<file path="config.mk">
export PLATFORM = sky130hd
export DESIGN_NAME = alu_seq_flat
export DESIGN_NICKNAME = d
export VERILOG_FILES = /design/src/rtl/alu_seq_if.sv /design/src/rtl/alu_seq.sv /design/src/flat_wrapper.sv
export SDC_FILE = /design/constraint.sdc
export NUM_CORES = 1
export LEC_CHECK = 0
export ABC_AREA = 1
export CAP_MARGIN = 20
export CORE_MARGIN = 2
export CORE_UTILIZATION = 50
export CTS_CLUSTER_SIZE = 40
export DETAILED_ROUTE_END_ITERATION = 10
export PLACE_DENSITY = 0.72
export SKIP_CTS_REPAIR_TIMING = 1
export SYNTH_ARGS = -nofsm -noshare
export SYNTH_HDL_FRONTEND = slang
export SYNTH_SLANG_ARGS = --single-unit
</file>
<file path="constraint.sdc">
create_clock -name i_clk -period 5.3 [get_ports i_clk]
set_input_delay 0.795 -clock i_clk [delete_from_list [all_inputs] [get_ports i_clk]]
set_output_delay 0.795 -clock i_clk [all_outputs]
set_load 0.1 [all_outputs]
</file>
<file path="src/rtl/alu_seq_if.sv">
// alu_seq_if: operation request and result/flag bundle for alu_seq.
//   master: drives i_start/i_op/i_a/i_b/i_b_invert/i_carry/i_decimal,
//           receives o_busy/o_done/o_add and the flag outputs.
//   slave : the ALU side of the same bundle.
interface alu_seq_if #(
    parameter int unsigned WIDTH = 8
);
    logic             i_start;
    logic [2:0]       i_op;
    logic [WIDTH-1:0] i_a;
    logic [WIDTH-1:0] i_b;
    logic             i_b_invert;
    logic             i_carry;
    logic             i_decimal;
    logic             o_busy;
    logic             o_done;
    logic [WIDTH-1:0] o_add;
    logic             o_carry;
    logic             o_overflow;
    logic             o_half_carry;
    logic             o_zero;
    logic             o_negative;

    modport master (
        output i_start, i_op, i_a, i_b, i_b_invert, i_carry, i_decimal,
        input  o_busy, o_done, o_add, o_carry, o_overflow, o_half_carry,
               o_zero, o_negative
    );

    modport slave (
        input  i_start, i_op, i_a, i_b, i_b_invert, i_carry, i_decimal,
        output o_busy, o_done, o_add, o_carry, o_overflow, o_half_carry,
               o_zero, o_negative
    );
endinterface

</file>
<file path="src/rtl/alu_seq.sv">
// alu_seq: registered ALU with full flag set and optional two-cycle BCD
// add/subtract.
//   i_clk     : clock, all state changes on the rising edge
//   i_reset_n : synchronous active-low reset
//   bus       : alu_seq_if.slave - start/op/operands in; busy/done,
//               result hold register and flag registers out
// Binary ops finish one edge after start; decimal SUM goes through one
// ADJUST cycle before the result and flags are written.
module alu_seq #(
    parameter int unsigned WIDTH      = 8,
    parameter bit          DECIMAL_EN = 1'b1
) (
    input  logic     i_clk,
    input  logic     i_reset_n,
    alu_seq_if.slave bus
);
    localparam int unsigned NDIG = WIDTH / 4;

    typedef enum logic [2:0] {
        OP_SUM   = 3'd0,
        OP_AND   = 3'd1,
        OP_EOR   = 3'd2,
        OP_OR    = 3'd3,
        OP_SR    = 3'd4,
        OP_SL    = 3'd5,
        OP_PASSB = 3'd6,
        OP_RSVD  = 3'd7
    } op_e;

    typedef enum logic {
        IDLE   = 1'b0,
        ADJUST = 1'b1
    } state_e;

    state_e           state_q, state_d;
    logic [WIDTH-1:0] add_q, add_d;
    logic             carry_q, carry_d;
    logic             ovf_q, ovf_d;
    logic             hc_q, hc_d;
    logic             zero_q, zero_d;
    logic             neg_q, neg_d;
    logic             busy_q, busy_d;
    logic             done_q, done_d;

    // Operands and mode captured at a decimal start
    logic [WIDTH-1:0] da_q, da_d;
    logic [WIDTH-1:0] db_q, db_d;
    logic             dsub_q, dsub_d;
    logic             dcin_q, dcin_d;
    logic             dovf_q, dovf_d;
    logic             dhc_q, dhc_d;

    // Binary datapath
    logic [WIDTH-1:0] bp;
    logic [WIDTH:0]   a_ext, b_ext, sum_full;
    logic [WIDTH-1:0] bin_r;
    logic             bin_c, bin_v, bin_h;
    logic             sum_v, sum_h;
    logic             dec_go;

    always_comb begin
        bp       = bus.i_b_invert ? ~bus.i_b : bus.i_b;
        a_ext    = {1'b0, bus.i_a};
        b_ext    = {1'b0, bp};
        sum_full = a_ext + b_ext + (WIDTH+1)'(bus.i_carry);
        sum_v    = (bus.i_a[WIDTH-1] == bp[WIDTH-1]) &&
                   (sum_full[WIDTH-1] != bus.i_a[WIDTH-1]);
        // carry into bit 4 recovered from the sum and operand bits
        sum_h    = sum_full[4] ^ a_ext[4] ^ b_ext[4];
        dec_go   = DECIMAL_EN && bus.i_decimal && (op_e'(bus.i_op) == OP_SUM);
        bin_r    = '0;
        bin_c    = 1'b0;
        bin_v    = 1'b0;
        bin_h    = 1'b0;
        case (op_e'(bus.i_op))
            OP_SUM: begin
                bin_r = sum_full[WIDTH-1:0];
                bin_c = sum_full[WIDTH];
                bin_v = sum_v;
                bin_h = sum_h;
            end
            OP_AND:   bin_r = bus.i_a & bp;
            OP_EOR:   bin_r = bus.i_a ^ bp;
            OP_OR:    bin_r = bus.i_a | bp;
            OP_SR: begin
                bin_r = {bus.i_carry, bp[WIDTH-1:1]};
                bin_c = bp[0];
            end
            OP_SL: begin
                bin_r = {bp[WIDTH-2:0], bus.i_carry};
                bin_c = bp[WIDTH-1];
            end
            OP_PASSB: bin_r = bp;
            default:  bin_r = '0;
        endcase
    end

    // Digit-serial BCD adjust on latched operands; c is carry or borrow
    logic [WIDTH-1:0] bcd_r;
    logic             bcd_c, bcd_cout;
    logic [3:0]       dg_a, dg_b, dg_r;
    logic [4:0]       t_add;
    logic [5:0]       t_sub;

    always_comb begin
        bcd_r = '0;
        bcd_c = dsub_q ? ~dcin_q : dcin_q;
        dg_a  = '0;
        dg_b  = '0;
        dg_r  = '0;
        t_add = '0;
        t_sub = '0;
        for (int i = 0; i < int'(NDIG); i++) begin
            dg_a = da_q[4*i +: 4];
            dg_b = db_q[4*i +: 4];
            if (!dsub_q) begin
                t_add = {1'b0, dg_a} + {1'b0, dg_b} + 5'(bcd_c);
                if (t_add > 5'd9) begin
                    dg_r  = 4'(t_add + 5'd6);
                    bcd_c = 1'b1;
                end else begin
                    dg_r  = t_add[3:0];
                    bcd_c = 1'b0;
                end
            end else begin
                t_sub = {2'b00, dg_a} - {2'b00, dg_b} - 6'(bcd_c);
                if ($signed(t_sub) < 0) begin
                    dg_r  = 4'(t_sub + 6'd10);
                    bcd_c = 1'b1;
                end else begin
                    dg_r  = 4'(t_sub);
                    bcd_c = 1'b0;
                end
            end
            bcd_r[4*i +: 4] = dg_r;
        end
        bcd_cout = dsub_q ? ~bcd_c : bcd_c;
    end

    // Next-state and output register update
    always_comb begin
        state_d = state_q;
        add_d   = add_q;
        carry_d = carry_q;
        ovf_d   = ovf_q;
        hc_d    = hc_q;
        zero_d  = zero_q;
        neg_d   = neg_q;
        busy_d  = 1'b0;
        done_d  = 1'b0;
        da_d    = da_q;
        db_d    = db_q;
        dsub_d  = dsub_q;
        dcin_d  = dcin_q;
        dovf_d  = dovf_q;
        dhc_d   = dhc_q;
        case (state_q)
            IDLE: begin
                if (bus.i_start) begin
                    if (dec_go) begin
                        state_d = ADJUST;
                        busy_d  = 1'b1;
                        da_d    = bus.i_a;
                        db_d    = bus.i_b;
                        dsub_d  = bus.i_b_invert;
                        dcin_d  = bus.i_carry;
                        dovf_d  = sum_v;
                        dhc_d   = sum_h;
                    end else begin
                        add_d   = bin_r;
                        carry_d = bin_c;
                        ovf_d   = bin_v;
                        hc_d    = bin_h;
                        zero_d  = (bin_r == '0);
                        neg_d   = bin_r[WIDTH-1];
                        done_d  = 1'b1;
                    end
                end
            end
            ADJUST: begin
                state_d = IDLE;
                add_d   = bcd_r;
                carry_d = bcd_cout;
                ovf_d   = dovf_q;
                hc_d    = dhc_q;
                zero_d  = (bcd_r == '0);
                neg_d   = bcd_r[WIDTH-1];
                done_d  = 1'b1;
            end
            default: state_d = IDLE;
        endcase
    end

    always_ff @(posedge i_clk) begin
        if (!i_reset_n) begin
            state_q <= IDLE;
            add_q   <= '0;
            carry_q <= 1'b0;
            ovf_q   <= 1'b0;
            hc_q    <= 1'b0;
            zero_q  <= 1'b0;
            neg_q   <= 1'b0;
            busy_q  <= 1'b0;
            done_q  <= 1'b0;
            da_q    <= '0;
            db_q    <= '0;
            dsub_q  <= 1'b0;
            dcin_q  <= 1'b0;
            dovf_q  <= 1'b0;
            dhc_q   <= 1'b0;
        end else begin
            state_q <= state_d;
            add_q   <= add_d;
            carry_q <= carry_d;
            ovf_q   <= ovf_d;
            hc_q    <= hc_d;
            zero_q  <= zero_d;
            neg_q   <= neg_d;
            busy_q  <= busy_d;
            done_q  <= done_d;
            da_q    <= da_d;
            db_q    <= db_d;
            dsub_q  <= dsub_d;
            dcin_q  <= dcin_d;
            dovf_q  <= dovf_d;
            dhc_q   <= dhc_d;
        end
    end

    assign bus.o_add        = add_q;
    assign bus.o_carry      = carry_q;
    assign bus.o_overflow   = ovf_q;
    assign bus.o_half_carry = hc_q;
    assign bus.o_zero       = zero_q;
    assign bus.o_negative   = neg_q;
    assign bus.o_busy       = busy_q;
    assign bus.o_done       = done_q;
endmodule

</file>
<file path="src/flat_wrapper.sv">
// flat-port wrapper written by rule: the top's interface ports become plain ports
module alu_seq_flat 
#(
    parameter int unsigned WIDTH      = 8,
    parameter bit          DECIMAL_EN = 1'b1
)
  (i_clk, i_reset_n, bus_i_start, bus_i_op, bus_i_a, bus_i_b, bus_i_b_invert, bus_i_carry, bus_i_decimal, bus_o_busy, bus_o_done, bus_o_add, bus_o_carry, bus_o_overflow, bus_o_half_carry, bus_o_zero, bus_o_negative);
  alu_seq_if #(.WIDTH(WIDTH)) bus_i ();
  input  logic i_clk;
  input  logic i_reset_n;
  input wire logic [$bits(bus_i.i_start)-1:0] bus_i_start;
  input wire logic [$bits(bus_i.i_op)-1:0] bus_i_op;
  input wire logic [$bits(bus_i.i_a)-1:0] bus_i_a;
  input wire logic [$bits(bus_i.i_b)-1:0] bus_i_b;
  input wire logic [$bits(bus_i.i_b_invert)-1:0] bus_i_b_invert;
  input wire logic [$bits(bus_i.i_carry)-1:0] bus_i_carry;
  input wire logic [$bits(bus_i.i_decimal)-1:0] bus_i_decimal;
  output wire logic [$bits(bus_i.o_busy)-1:0] bus_o_busy;
  output wire logic [$bits(bus_i.o_done)-1:0] bus_o_done;
  output wire logic [$bits(bus_i.o_add)-1:0] bus_o_add;
  output wire logic [$bits(bus_i.o_carry)-1:0] bus_o_carry;
  output wire logic [$bits(bus_i.o_overflow)-1:0] bus_o_overflow;
  output wire logic [$bits(bus_i.o_half_carry)-1:0] bus_o_half_carry;
  output wire logic [$bits(bus_i.o_zero)-1:0] bus_o_zero;
  output wire logic [$bits(bus_i.o_negative)-1:0] bus_o_negative;
  assign bus_i.i_start = bus_i_start;
  assign bus_i.i_op = bus_i_op;
  assign bus_i.i_a = bus_i_a;
  assign bus_i.i_b = bus_i_b;
  assign bus_i.i_b_invert = bus_i_b_invert;
  assign bus_i.i_carry = bus_i_carry;
  assign bus_i.i_decimal = bus_i_decimal;
  assign bus_o_busy = bus_i.o_busy;
  assign bus_o_done = bus_i.o_done;
  assign bus_o_add = bus_i.o_add;
  assign bus_o_carry = bus_i.o_carry;
  assign bus_o_overflow = bus_i.o_overflow;
  assign bus_o_half_carry = bus_i.o_half_carry;
  assign bus_o_zero = bus_i.o_zero;
  assign bus_o_negative = bus_i.o_negative;
  alu_seq #(.WIDTH(WIDTH), .DECIMAL_EN(DECIMAL_EN)) u_core (.i_clk(i_clk), .i_reset_n(i_reset_n), .bus(bus_i));
endmodule
</file>
Word level (Yosys, flattened, before mapping)
Cells that the tools add are included.

operators by class
  add/sub/neg operators = 14
  magnitude comparators = 4
  equality and inequality tests = 10
  multiplexer cells = 43
  bitwise logic cells = 10
  reductions and logical operators = 8

operators by type and width
  operator               number
  $pmux W8 S7            1
  $mux W1                24
  $mux W4                6
  $mux W8                3
  $logic_not A8 Y1       2
  $pmux W8 S2            1
  $pmux W1 S2            7
  $lt A6 B1 Y1 const B   2
  $sub A6 B1 Y6          2
  $add A4 B4 Y5          2
  $add A5 B1 Y5          2
  $gt A5 B4 Y1 const B   2
  $sub A4 B4 Y5          2
  $add A8 B8 Y9          1
  $add A9 B1 Y9          1
  $eq A3 B3 Y1 const B   3
  $add A4 B3 Y4 const B  2
  $add A4 B4 Y4 const B  2
  $and A8 B8 Y8          1
  $not A8 Y8             1
  $or A8 B8 Y8           1
  $xor A8 B8 Y8          1
  $eq A3 B2 Y1 const B   2
  $ne A2 B2 Y1 const B   2
  other kinds (11)       16

storage, ports and cells
  register bits = 36
  logic and storage cells = 104

Depth between registers and ports, before layout
Gate-level depths: netlist of the first run.

  word-level depth = 13
  mapped depth = 37
  mapped depth without buffers = 36

Least setup slack after synthesis of the first run
Ideal clock, no wire load.

  path type = flip-flop to flip-flop
  start = register u_core.dsub_q
  end = register u_core.zero_q (netlist: u_core.bus.o_zero)
  data arrival time = 4287 ps
  slack = 942 ps
  cell stages (with the launch flop) = 33
  buffers on the path = 1
  clock period less this slack = 4358 ps
  cells stage by stage = dfxtp_1 buf_2 xnor2_1 fa_1 inv_1 fa_1 inv_1 ha_1 inv_1 o21ai_0 nand2_1 inv_1 nand3_1 nand2_1 nand2_1 o21ai_0 inv_1 fa_1 inv_1 fa_1 inv_1 ha_1 nand2_1 a21boi_2 nand3_2 nand2_2 nand2_1 nand3_1 nand2_1 nand2_1 nor2_1 nand3_1 a21oi_1

on the way
  cells in the longest elaborated chain, start to end = 11

RTL lines
  item                                            RTL line                        text
  start, declared                                 alu_seq.sv:48                   logic dsub_q, dsub_d;
  start signal, assigned                          alu_seq.sv:223                  dsub_q <= dsub_d;
  $mux W1                                         alu_seq.sv:107                  bcd_c = dsub_q ? ~dcin_q : dcin_q;
  $sub A6 B1 Y6 or $add A5 B1 Y5 (tied branches)  alu_seq.sv:126, alu_seq.sv:117
  $lt A6 B1 Y1 or $gt A5 B4 Y1 (tied branches)    alu_seq.sv:127, alu_seq.sv:118
  $mux W1, on equally long branches               alu_seq.sv:127, alu_seq.sv:118
  $mux W1                                         alu_seq.sv:116                  if (!dsub_q) begin
  $sub A6 B1 Y6 or $add A5 B1 Y5 (tied branches)  alu_seq.sv:126, alu_seq.sv:117
  $lt A6 B1 Y1, or another cell as far along      alu_seq.sv:127                  if ($signed(t_sub) < 0) begin
  $mux W4, on equally long branches               alu_seq.sv:127, alu_seq.sv:118
  $mux W4                                         alu_seq.sv:116
  $logic_not A8 Y1 *                              alu_seq.sv:186                  zero_d = (bcd_r == '0);
  $pmux W1 S2 *                                   alu_seq.sv:157                  case (state_q)
  end signal, assigned                            alu_seq.sv:217                  zero_q <= zero_d;
  end, declared                                   alu_seq.sv:40                   logic zero_q, zero_d;

Every way passes the cells marked *; elsewhere a longest branch is shown, timed or not.
A chain may end at the register's enable or synchronous reset.

Worst setup path after layout of the first run
Same ends and word-level chain as after synthesis.

==> out/metrics.cfg, run 1 <==
[outcome]
outcome = completed

[power_and_ir_drop]
ir_drop_mv = 0.1366
p_leak_nw = 2.114
p_per_area_mw_per_mm2 = 198.8

[setup_path]
r2r_end = u_core.bus.o_zero
crit_type = reg2reg
crit_slowest_cell = dfxtp_2
startpoint = u_core.dsub_q
cpPeakStageDelay_ps = 450
worstSetupEndpoint = u_core.bus.o_zero
cp-end-kind = register
r2r-start = u_core.dsub_q
worst_ep_arrival_time_ps = 5060
critPathMaxFanout = 10
cp.required_ps = 5530
r2r_slack_ps = 470
r2r.worst_path.cells = 31
cp-start-kind = register

[cts]
path_clk_slew_ps = 70
cts_tree = built
cts_made_buffers = 5
cts.path.max_buffers = 2
cts_max_level = 2
clk_latency_ps = 290
clock-sinks = 34
cts_root_buffer = clkbuf_8

[synthesis]
synth.top_cell.area_share = 0.1901
synthTopCellsByCount = nand2_1 (140), inv_1 (92), nand3_1 (57), a21oi_1 (53), nor2_1 (46)
syn_area_mm2 = 0.003580
synth_top_cell_by_area = dfxtp_1
ys_warn_count = 0
synth_area_per_cell_um2 = 6.258
synth_most_common_cell = nand2_1
syn_inst = 572
synth_cell_type_count = 30
synth_flop_cell = dfxtp_1
syn_nets = 644
synth_edf_count = 0
synthTopCellsByArea = dfxtp_1 (19%), nand2_1 (15%), ha_1 (14%)
async_flop_share = 0
synth_seq_cells = 34
synth_seq_area_share = 0.1901

[sta]
fin_setup_tns_ps = 0
timing.final.crit_share = 0.9112
worst_slack_ps = 470.9
max_slew_margin = 0.3417
hold_viol = 0
worstMarginPinSlew_ps = 984.3
finalCriticalPeriod_ps = 4829
skew_ps = 4.135
maxSlewViolCount = 0
rsz0062_at_grt = no
fmax_ghz = 0.2071
finalHoldWorstSlack_ps = 468.9
finalSetupViolations = 0

[finish]
area_growth_pct = 14.79
fill_cells = 668
drive_gt1_frac = 0.04112
finish.net_count = 679
num_antenna_cells = 0
fin_util = 0.5982

[die]
die-width_um = 88.62
boundaryPins = 40
die_h_um = 88.62
initial_utilization = 0.5211
die-area_mm2 = 0.007853
core_mm2 = 0.006869
num_rows = 30

[grt]
grt_pass1_vias = 3412
grt_max_degree = 26
grt_use_total = 0.2573
grt_overflow_total = 0
antenna_found_initial = 0
grt_pass1_wl_mm = 15.64

[worst_hold_path]
hp-class = reg2reg

[route]
dr.pass1.iters = 5
dr_total_vias = 3726
wl_met1_mm = 4.383
drc = 0
via_per_inst = 5.293
drt_iter0_drc = 240
wl_met3_um = 446
wirelength_mm = 9.593
detail_route.wl_per_cell_um = 13.63
wl_met2_mm = 4.568
ant_nets = 0
top_layer = met4

[placed_design]
gp_congestion = 0.9723
preCtsSetupSlack_ps = 433.2
dp_hpwl_mm = 7.743
port_buffers = 39

[run]
max_cap_violations = 0

==> metal layers <==
metal / up-vias / GRT usage
met4: 0 / 0.08953
li1: 1906 / -
met5: - / 0
met2: 106 / 0.4395
met3: 20 / 0.04384
met1: 1694 / 0.3278
==> cell type report <==
class                   count  area (um^2)  area share
inverters                  99        371.6     0.09044
clock inverters             2        12.51    0.003045
multi-input cells         427         2442      0.5944
repair buffers             40        397.9     0.09683
well taps                  96        120.1     0.02923
clock buffers               6        82.58     0.02010
flip-flops and latches     34        681.9      0.1660
==> worst max-delay path, delay by kind of cell (launching register included) <==
| family | cells | cell delay (ps) |
|---|---|---|
| AOI/OAI and AO/OA | 4 | 540 |
| buffers and inverters | 7 | 610 |
| xor gates and xnor gates | 1 | 140 |
| adders and majority gates | 6 | 2000 |
| DFF | 1 | 450 |
| and+or+nand+nor | 13 | 1000 |
==> where the power goes <==
group          internal [mW]  switching (mW)
Sequential             0.267         0.00740
Combinational          0.110           0.228
Clock                  0.104           0.100
Total                  0.481           0.336
==> through the flow <==
stage               instance area, um^2  total power [mW]  std cells
global route                       4109            0.8672        704
CTS                                4108            0.8154        704
finish                             4109            0.8168        704
detailed placement                 4013            0.6132        696
floorplan                          3580            0.5253        572
global placement                   4013            0.6090        696
==> cell families (layout without fill, tap and decap cells) <==
kind of cell	after synthesis	count (layout)	synth area share
buffers and inverters	111	147	0.1276
AO/OA/AOI/OAI	111	111	0.1699
adder cells (fa/ha/maj)	47	47	0.1811
AND/OR/NAND/NOR	256	256	0.2995
flip-flops	34	34	0.1901
XOR/XNOR	13	13	0.03181
==> cells in the final DEF (no fill, tap or decap), drive strengths merged <==
cell type and n:
nand3b 1, xnor2 5, nor3 1, inv 97, nand2 142, o211ai 7
o22ai 6, o21bai 5, a21oi 55, clkinvlp 1, dfxtp 34, xor2 8
clkinv 3, clkdlybuf4s50 39, clkbuf 6, ha 39, nand4 4, nand3 59
o21ai 36, a21boi 1, buf 1, a31oi 1, fa 8, or2 2
nor2 47
==> worst min path at each step <==
stage | start | to | slack [ps] | cells after the start
6_report | u_core.bus.o_add[6] | u_core.bus.o_add[6] | 470 | 2
5_1_grt | u_core.bus.o_add[3] | u_core.bus.o_add[3] | 490 | 2
4_1_cts | u_core.bus.o_add[6] | u_core.bus.o_add[6] | 470 | 2
3_5_place_dp | u_core.bus.o_add[6] | u_core.bus.o_add[6] | 460 | 2
3_3_place_gp | u_core.bus.o_add[3] | u_core.bus.o_add[3] | 460 | 2
2_1_floorplan | u_core.dovf_q | u_core.dovf_q | 450 | 2
No activity file was read; power rests on OpenSTA's default activity.
==> inputs of run 2 (changes only) <==
==> constraint.sdc (replaced) <==
create_clock -name i_clk -period 6.3 [get_ports i_clk]
set_input_delay 0.945 -clock i_clk [delete_from_list [all_inputs] [get_ports i_clk]]
set_output_delay 0.945 -clock i_clk [all_outputs]
set_load 0.1 [all_outputs]
==> run 2 against run 1 <==
Net effect:
- design area about the same
- via count is 1.2% lower
- final cell count stayed put
- critical endpoint unchanged
- largest cell class unchanged
- sequential power fell by 16%
==> out/metrics.cfg, run 2 (synthesis results as in run 1) <==
[outcome]
outcome = completed

[sta]
worstMarginPinSlew_ps = 990.2  ; +5.903 ps
skew_ps = 11.49  ; +7.353 ps
rsz0062_at_grt = no
finalSetupViolations = 0  ; unchanged
fmax_ghz = 0.2008  ; -3.0%
maxSlewViolCount = 0  ; unchanged
timing.final.crit_share = 0.7905  ; -0.1206
fin_setup_tns_ps = 0  ; unchanged
max_slew_margin = 0.3378  ; -0.003948
finalCriticalPeriod_ps = 4980  ; +151.3 ps
hold_viol = 0  ; unchanged
finalHoldWorstSlack_ps = 468.4  ; -0.4680 ps

[finish]
final_cells = 704  ; unchanged
seq_area_um2 = 680.7  ; -0.18%
mostFrequentLayoutCells = nand2_1 (140), inv_1 (92), nand3_1 (57)
fin_util = 0.5980  ; about the same
finish.net_count = 679  ; unchanged
drive_gt1_frac = 0.03947  ; -0.001645
final_area_mm2 = 0.004108  ; about the same
fill_cells = 681  ; +1.9%
area_growth_pct = 14.75  ; about the same
multiInputGateArea_mm2 = 0.002442  ; unchanged
num_antenna_cells = 0  ; unchanged
final_common_cell = nand2_1

[placed_design]
dp_hpwl_mm = 7.728  ; -0.20%
dp_cells = 696  ; unchanged
port_buffers = 39  ; unchanged
gp_congestion = 0.9721  ; about the same
post_dp_cell_area_mm2 = 0.004013  ; unchanged

[power_and_ir_drop]
p_per_area_mw_per_mm2 = 166.2  ; -16%
p_leak_nw = 2.114  ; about the same
ir_drop_mv = 0.1137  ; -17%

[die]
die_h_um = 88.62  ; unchanged
num_rows = 30  ; unchanged
initial_utilization = 0.5211  ; unchanged
boundaryPins = 40  ; unchanged
core_mm2 = 0.006869  ; unchanged
die-width_um = 88.62  ; unchanged
die-area_mm2 = 0.007853  ; unchanged

[route]
via_per_inst = 5.232  ; -1.2%
dr_total_vias = 3683  ; -1.2%
drt_iter0_drc = 229  ; -4.6%
detail_route.wl_per_cell_um = 13.39  ; -1.7%
wirelength_mm = 9.426  ; -1.7%
drc = 0  ; unchanged
ant_nets = 0  ; unchanged
dr.pass1.iters = 5  ; unchanged

[cts]
clk_latency_ps = 290  ; about the same
cts_root_buffer = clkbuf_8
cts_tree = built
cts_max_level = 2  ; unchanged
path_clk_slew_ps = 80  ; about the same
clock-sinks = 34  ; unchanged
cts.path.max_buffers = 2  ; unchanged
cts_made_buffers = 5  ; unchanged

[setup_path]
cp.required_ps = 6520  ; +990 ps
r2r.worst_path.cells = 31  ; unchanged
startpoint = u_core.dsub_q
cp-start-kind = register
cpPeakStageDelay_ps = 560  ; +110 ps
critPathMaxFanout = 10  ; unchanged
r2r-start = u_core.dsub_q
crit_type = reg2reg
crit_slowest_cell = dfxtp_1
cp-end-kind = register
worst_ep_arrival_time_ps = 5200  ; +140 ps

[grt]
antenna_found_initial = 0  ; unchanged
grt_use_total = 0.2526  ; -0.004646
grt_max_degree = 26  ; unchanged
grt_pass1_wl_mm = 15.46  ; -1.1%
grt_pass1_vias = 3412  ; unchanged
grt_overflow_total = 0  ; unchanged

[run]
max_cap_violations = 0  ; unchanged

[worst_hold_path]
holdCritStartpoint = u_core.bus.o_add[6]
min_path_cells = 2  ; unchanged
hp-class = reg2reg

run 2: cell count changes in the layout (fill, tap and decap cells not counted):
| cell | delta |
|---|---|
| dfxtp_2 | -1 |
| dfxtp_1 | +1 |
run 2: final timing paths:
path | endpoint | slack (ps)
setup / recovery | u_core.bus.o_zero | 1320
hold / removal | u_core.bus.o_add[6] | 470
hold reg to reg | u_core.bus.o_add[6] | 470
setup reg to reg | u_core.bus.o_zero | 1320
run 2: stage by stage:
| step | setup WS [ps] | power [mW] |
|---|---|---|
| 2_1_floorplan | 1942 | 0.4419 |
| 3_3_place_gp | 1619 | 0.5124 |
| 3_5_place_dp | 1362 | 0.5157 |
| 4_1_cts | 1344 | 0.6820 |
| 5_1_grt | 874.0 | 0.7217 |
| 6_report | 1320 | 0.6826 |
run 2: final cells by class:
cell class,count,share of cell area
Sequential cell,34,0.1657
Timing Repair Buffer,40,0.09686
Clock inverter,2,0.003046
Inverter,99,0.09047
Tap cell,96,0.02924
Multi-Input combinational cell,427,0.5946
Clock buffer,6,0.02010
run 2: power breakdown:
| part | switching, mW | internal (mW) | total [mW] |
|---|---|---|---|
| Sequential | 0.00630 | 0.224 | 0.231 |
| Combinational | 0.191 | 0.0927 | 0.284 |
| Clock | 0.0806 | 0.0878 | 0.168 |
| Total | 0.278 | 0.405 | 0.683 |
run 2: metal layers:
layer | global-route usage | part of all wire | up-vias
met5 | 0 | 0 | -
met4 | 0.07989 | 0.018 | 0
met3 | 0.02705 | 0.043 | 15
met2 | 0.4443 | 0.47 | 89
met1 | 0.3244 | 0.47 | 1670
li1 | - | - | 1909
run 2: critical path: cells and delay by family, from the launching register on:
kind                     cells  cell delay, ps
AND/OR/NAND/NOR             13            1010
XOR/XNOR                     1             170
adder cells (fa/ha/maj)      6            2030
buffers and inverters        7             600
AO/OA/AOI/OAI                4             550
flip-flops                   1             560
==> inputs of run 3 (changes only) <==
--- a/config.mk
+++ b/config.mk
@@ -11,7 +11,7 @@
 export CORE_UTILIZATION = 50
 export CTS_CLUSTER_SIZE = 40
 export DETAILED_ROUTE_END_ITERATION = 10
-export PLACE_DENSITY = 0.72
+export PLACE_DENSITY = 0.75
 export SKIP_CTS_REPAIR_TIMING = 1
 export SYNTH_ARGS = -nofsm -noshare
 export SYNTH_HDL_FRONTEND = slang
==> constraint.sdc (replaced) <==
create_clock -name i_clk -period 4.5 [get_ports i_clk]
set_input_delay 0.675 -clock i_clk [delete_from_list [all_inputs] [get_ports i_clk]]
set_output_delay 0.675 -clock i_clk [all_outputs]
set_load 0.1 [all_outputs]
==> run 3 against run 2 <==
Net effect:
- the run now ends with setup timing left
- design area is 4.9% higher
- global-route usage up 0.55 points
- combinational power up 47%
- clock skew is 2.1 ps higher
- register-to-register slack worse by 1400 ps
- power increased by 44%
- via count up 4.0%
- sequential power rose by 39%
- count of clock-buffer cells in the layout unchanged
- sequential cell count is the same
- sequential share of layout area is 0.75 points lower
- critical endpoint unchanged
==> out/metrics.cfg, run 3 (synthesis results as in run 1) <==
[finish]
multiInputGateArea_mm2 = 0.002556  ; +4.7%
mostFrequentLayoutCells = nand2_1 (130), inv_1 (83), nand3_1 (55)
final_common_cell = nand2_1
finish.net_count = 690  ; +1.6%
fill_cells = 639  ; -6.2%
fin_util = 0.6275  ; +0.02951
seq_area_um2 = 681.9  ; +0.18%
num_antenna_cells = 0  ; unchanged
area_growth_pct = 20.41
drive_gt1_frac = 0.1099  ; +0.07038

[route]
drc = 0  ; unchanged
detail_route.wl_per_cell_um = 14.32  ; +7.0%
ant_nets = 0  ; unchanged
dr.pass1.iters = 6  ; +1
drt_iter0_drc = 273  ; +19%
dr_total_vias = 3830  ; +4.0%
via_per_inst = 5.357  ; +2.4%
wirelength_mm = 10.24  ; +8.6%

[sta]
fin_setup_tns_ps = -152.1  ; -152.1 ps
max_slew_margin = 0.3391  ; +0.001287
finalCriticalPeriod_ps = 4597  ; -382.9 ps
finalHoldWorstSlack_ps = 468.9  ; +0.4850 ps
finalSetupViolations = 4  ; +4
rsz0062_at_grt = yes
worst_slack_ps = -97.49  ; -1417 ps
maxSlewViolCount = 0  ; unchanged
skew_ps = 13.57  ; +2.080 ps
fmax_ghz = 0.2175  ; +8.3%
hold_viol = 0  ; unchanged
timing.final.crit_share = 1.022  ; +0.2311
worstMarginPinSlew_ps = 988.3  ; -1.924 ps

[grt]
grt_overflow_total = 0  ; unchanged
grt_max_degree = 26  ; unchanged
grt_use_total = 0.2581  ; +0.005464
antenna_found_initial = 0  ; unchanged
grt_pass1_wl_mm = 15.85  ; +2.5%
grt_pass1_vias = 3508  ; +2.8%

[run]
max_cap_violations = 0  ; unchanged

[power_and_ir_drop]
ir_drop_mv = 0.1141  ; +0.40%
p_per_area_mw_per_mm2 = 227.5  ; +37%
p_leak_nw = 2.176  ; +3.0%
total_power_mw = 0.9807  ; +44%

[setup_path]
critPathMaxFanout = 4  ; -6
cpPeakStageDelay_ps = 460  ; -100 ps
cp.required_ps = 4730  ; -1790 ps
worst_ep_arrival_time_ps = 4830  ; -370 ps
crit_slowest_cell = fa_2
cp-start-kind = register
cp.buffers_inverters = 7  ; unchanged
cp-end-kind = register
path_delay_family = adder cells
crit_type = reg2reg

[cts]
path_clk_slew_ps = 80  ; about the same
cts_root_buffer = clkbuf_8
cts_tree = built
clock-sinks = 34  ; unchanged
cts.path.max_buffers = 2  ; unchanged
cts_max_level = 2  ; unchanged
clk_latency_ps = 290  ; about the same
cts_made_buffers = 5  ; unchanged

[die]
boundaryPins = 40  ; unchanged
die-width_um = 88.62  ; unchanged
num_rows = 30  ; unchanged
die-area_mm2 = 0.007853  ; unchanged
initial_utilization = 0.5211  ; unchanged
core_mm2 = 0.006869  ; unchanged
die_h_um = 88.62  ; unchanged

[outcome]
violations = setup timing
outcome = complete, but fails checks

[worst_hold_path]
hp-class = reg2reg

[placed_design]
dp_hpwl_mm = 7.652  ; -0.98%
gp_congestion = 0.9589  ; -1.4%
port_buffers = 39  ; unchanged

==> run 3: cell types whose count changed in the layout (fill, tap and decap cells not counted), sizes merged <==
cell | previous run | this run
buf | 1 | 12
==> run 3: stage by stage <==
| step | instance area (um^2) | std cells | setup slack [ps] |
|---|---|---|---|
| after floorplan | 3580 | 572 | 141.6 |
| after global placement | 4028 | 698 | 100.9 |
| after detailed placement | 4028 | 698 | -78.66 |
| after CTS | 4123 | 706 | -119.0 |
| after global routing | 4310 | 715 | -290.9 |
| final | 4310 | 715 | -97.49 |
==> run 3: path summary, 6_finish.rpt <==
kind | from | to | slack (ps) | cells after the start
max reg2reg | u_core.dcin_q | u_core.bus.o_zero | -100 | 31
min reg2reg | u_core.bus.o_add[1] | u_core.bus.o_add[1] | 470 | 2
min | u_core.bus.o_add[1] | u_core.bus.o_add[1] | 470 | 2
max | u_core.dcin_q | u_core.bus.o_zero | -100 | 31
==> run 3: final cells by class <==
cell class,count,share of cell area
Multi-Input combinational cell,427,0.5930
Inverter,99,0.08737
Clock inverter,2,0.002903
Sequential cell,34,0.1582
Tap cell,96,0.02787
Timing Repair Buffer,51,0.1115
Clock buffer,6,0.01916
==> run 3: metal layers <==
layer / wire, um / GRT usage
met1: 4649 / 0.3352
met2: 4897 / 0.4429
met3: 408 / 0.01772
met4: 285 / 0.1088
met5: 0 / 0
==> run 3: worst reg2reg max path, delay by kind of cell (launching register included) <==
family	cells	cell delay, ps
flops	1	340
simple gates	13	1050
buf+inv	7	520
xor+xnor	1	150
fa+ha+maj	6	1980
compound gates	4	490
==> run 3: power by group <==
group / switching, mW / leakage, nW / total (mW) / internal [mW]
clock: 0.118 / 0.0472 / 0.241 / 0.123
combinational: 0.278 / 1.85 / 0.418 / 0.139
sequential: 0.00844 / 0.278 / 0.322 / 0.314
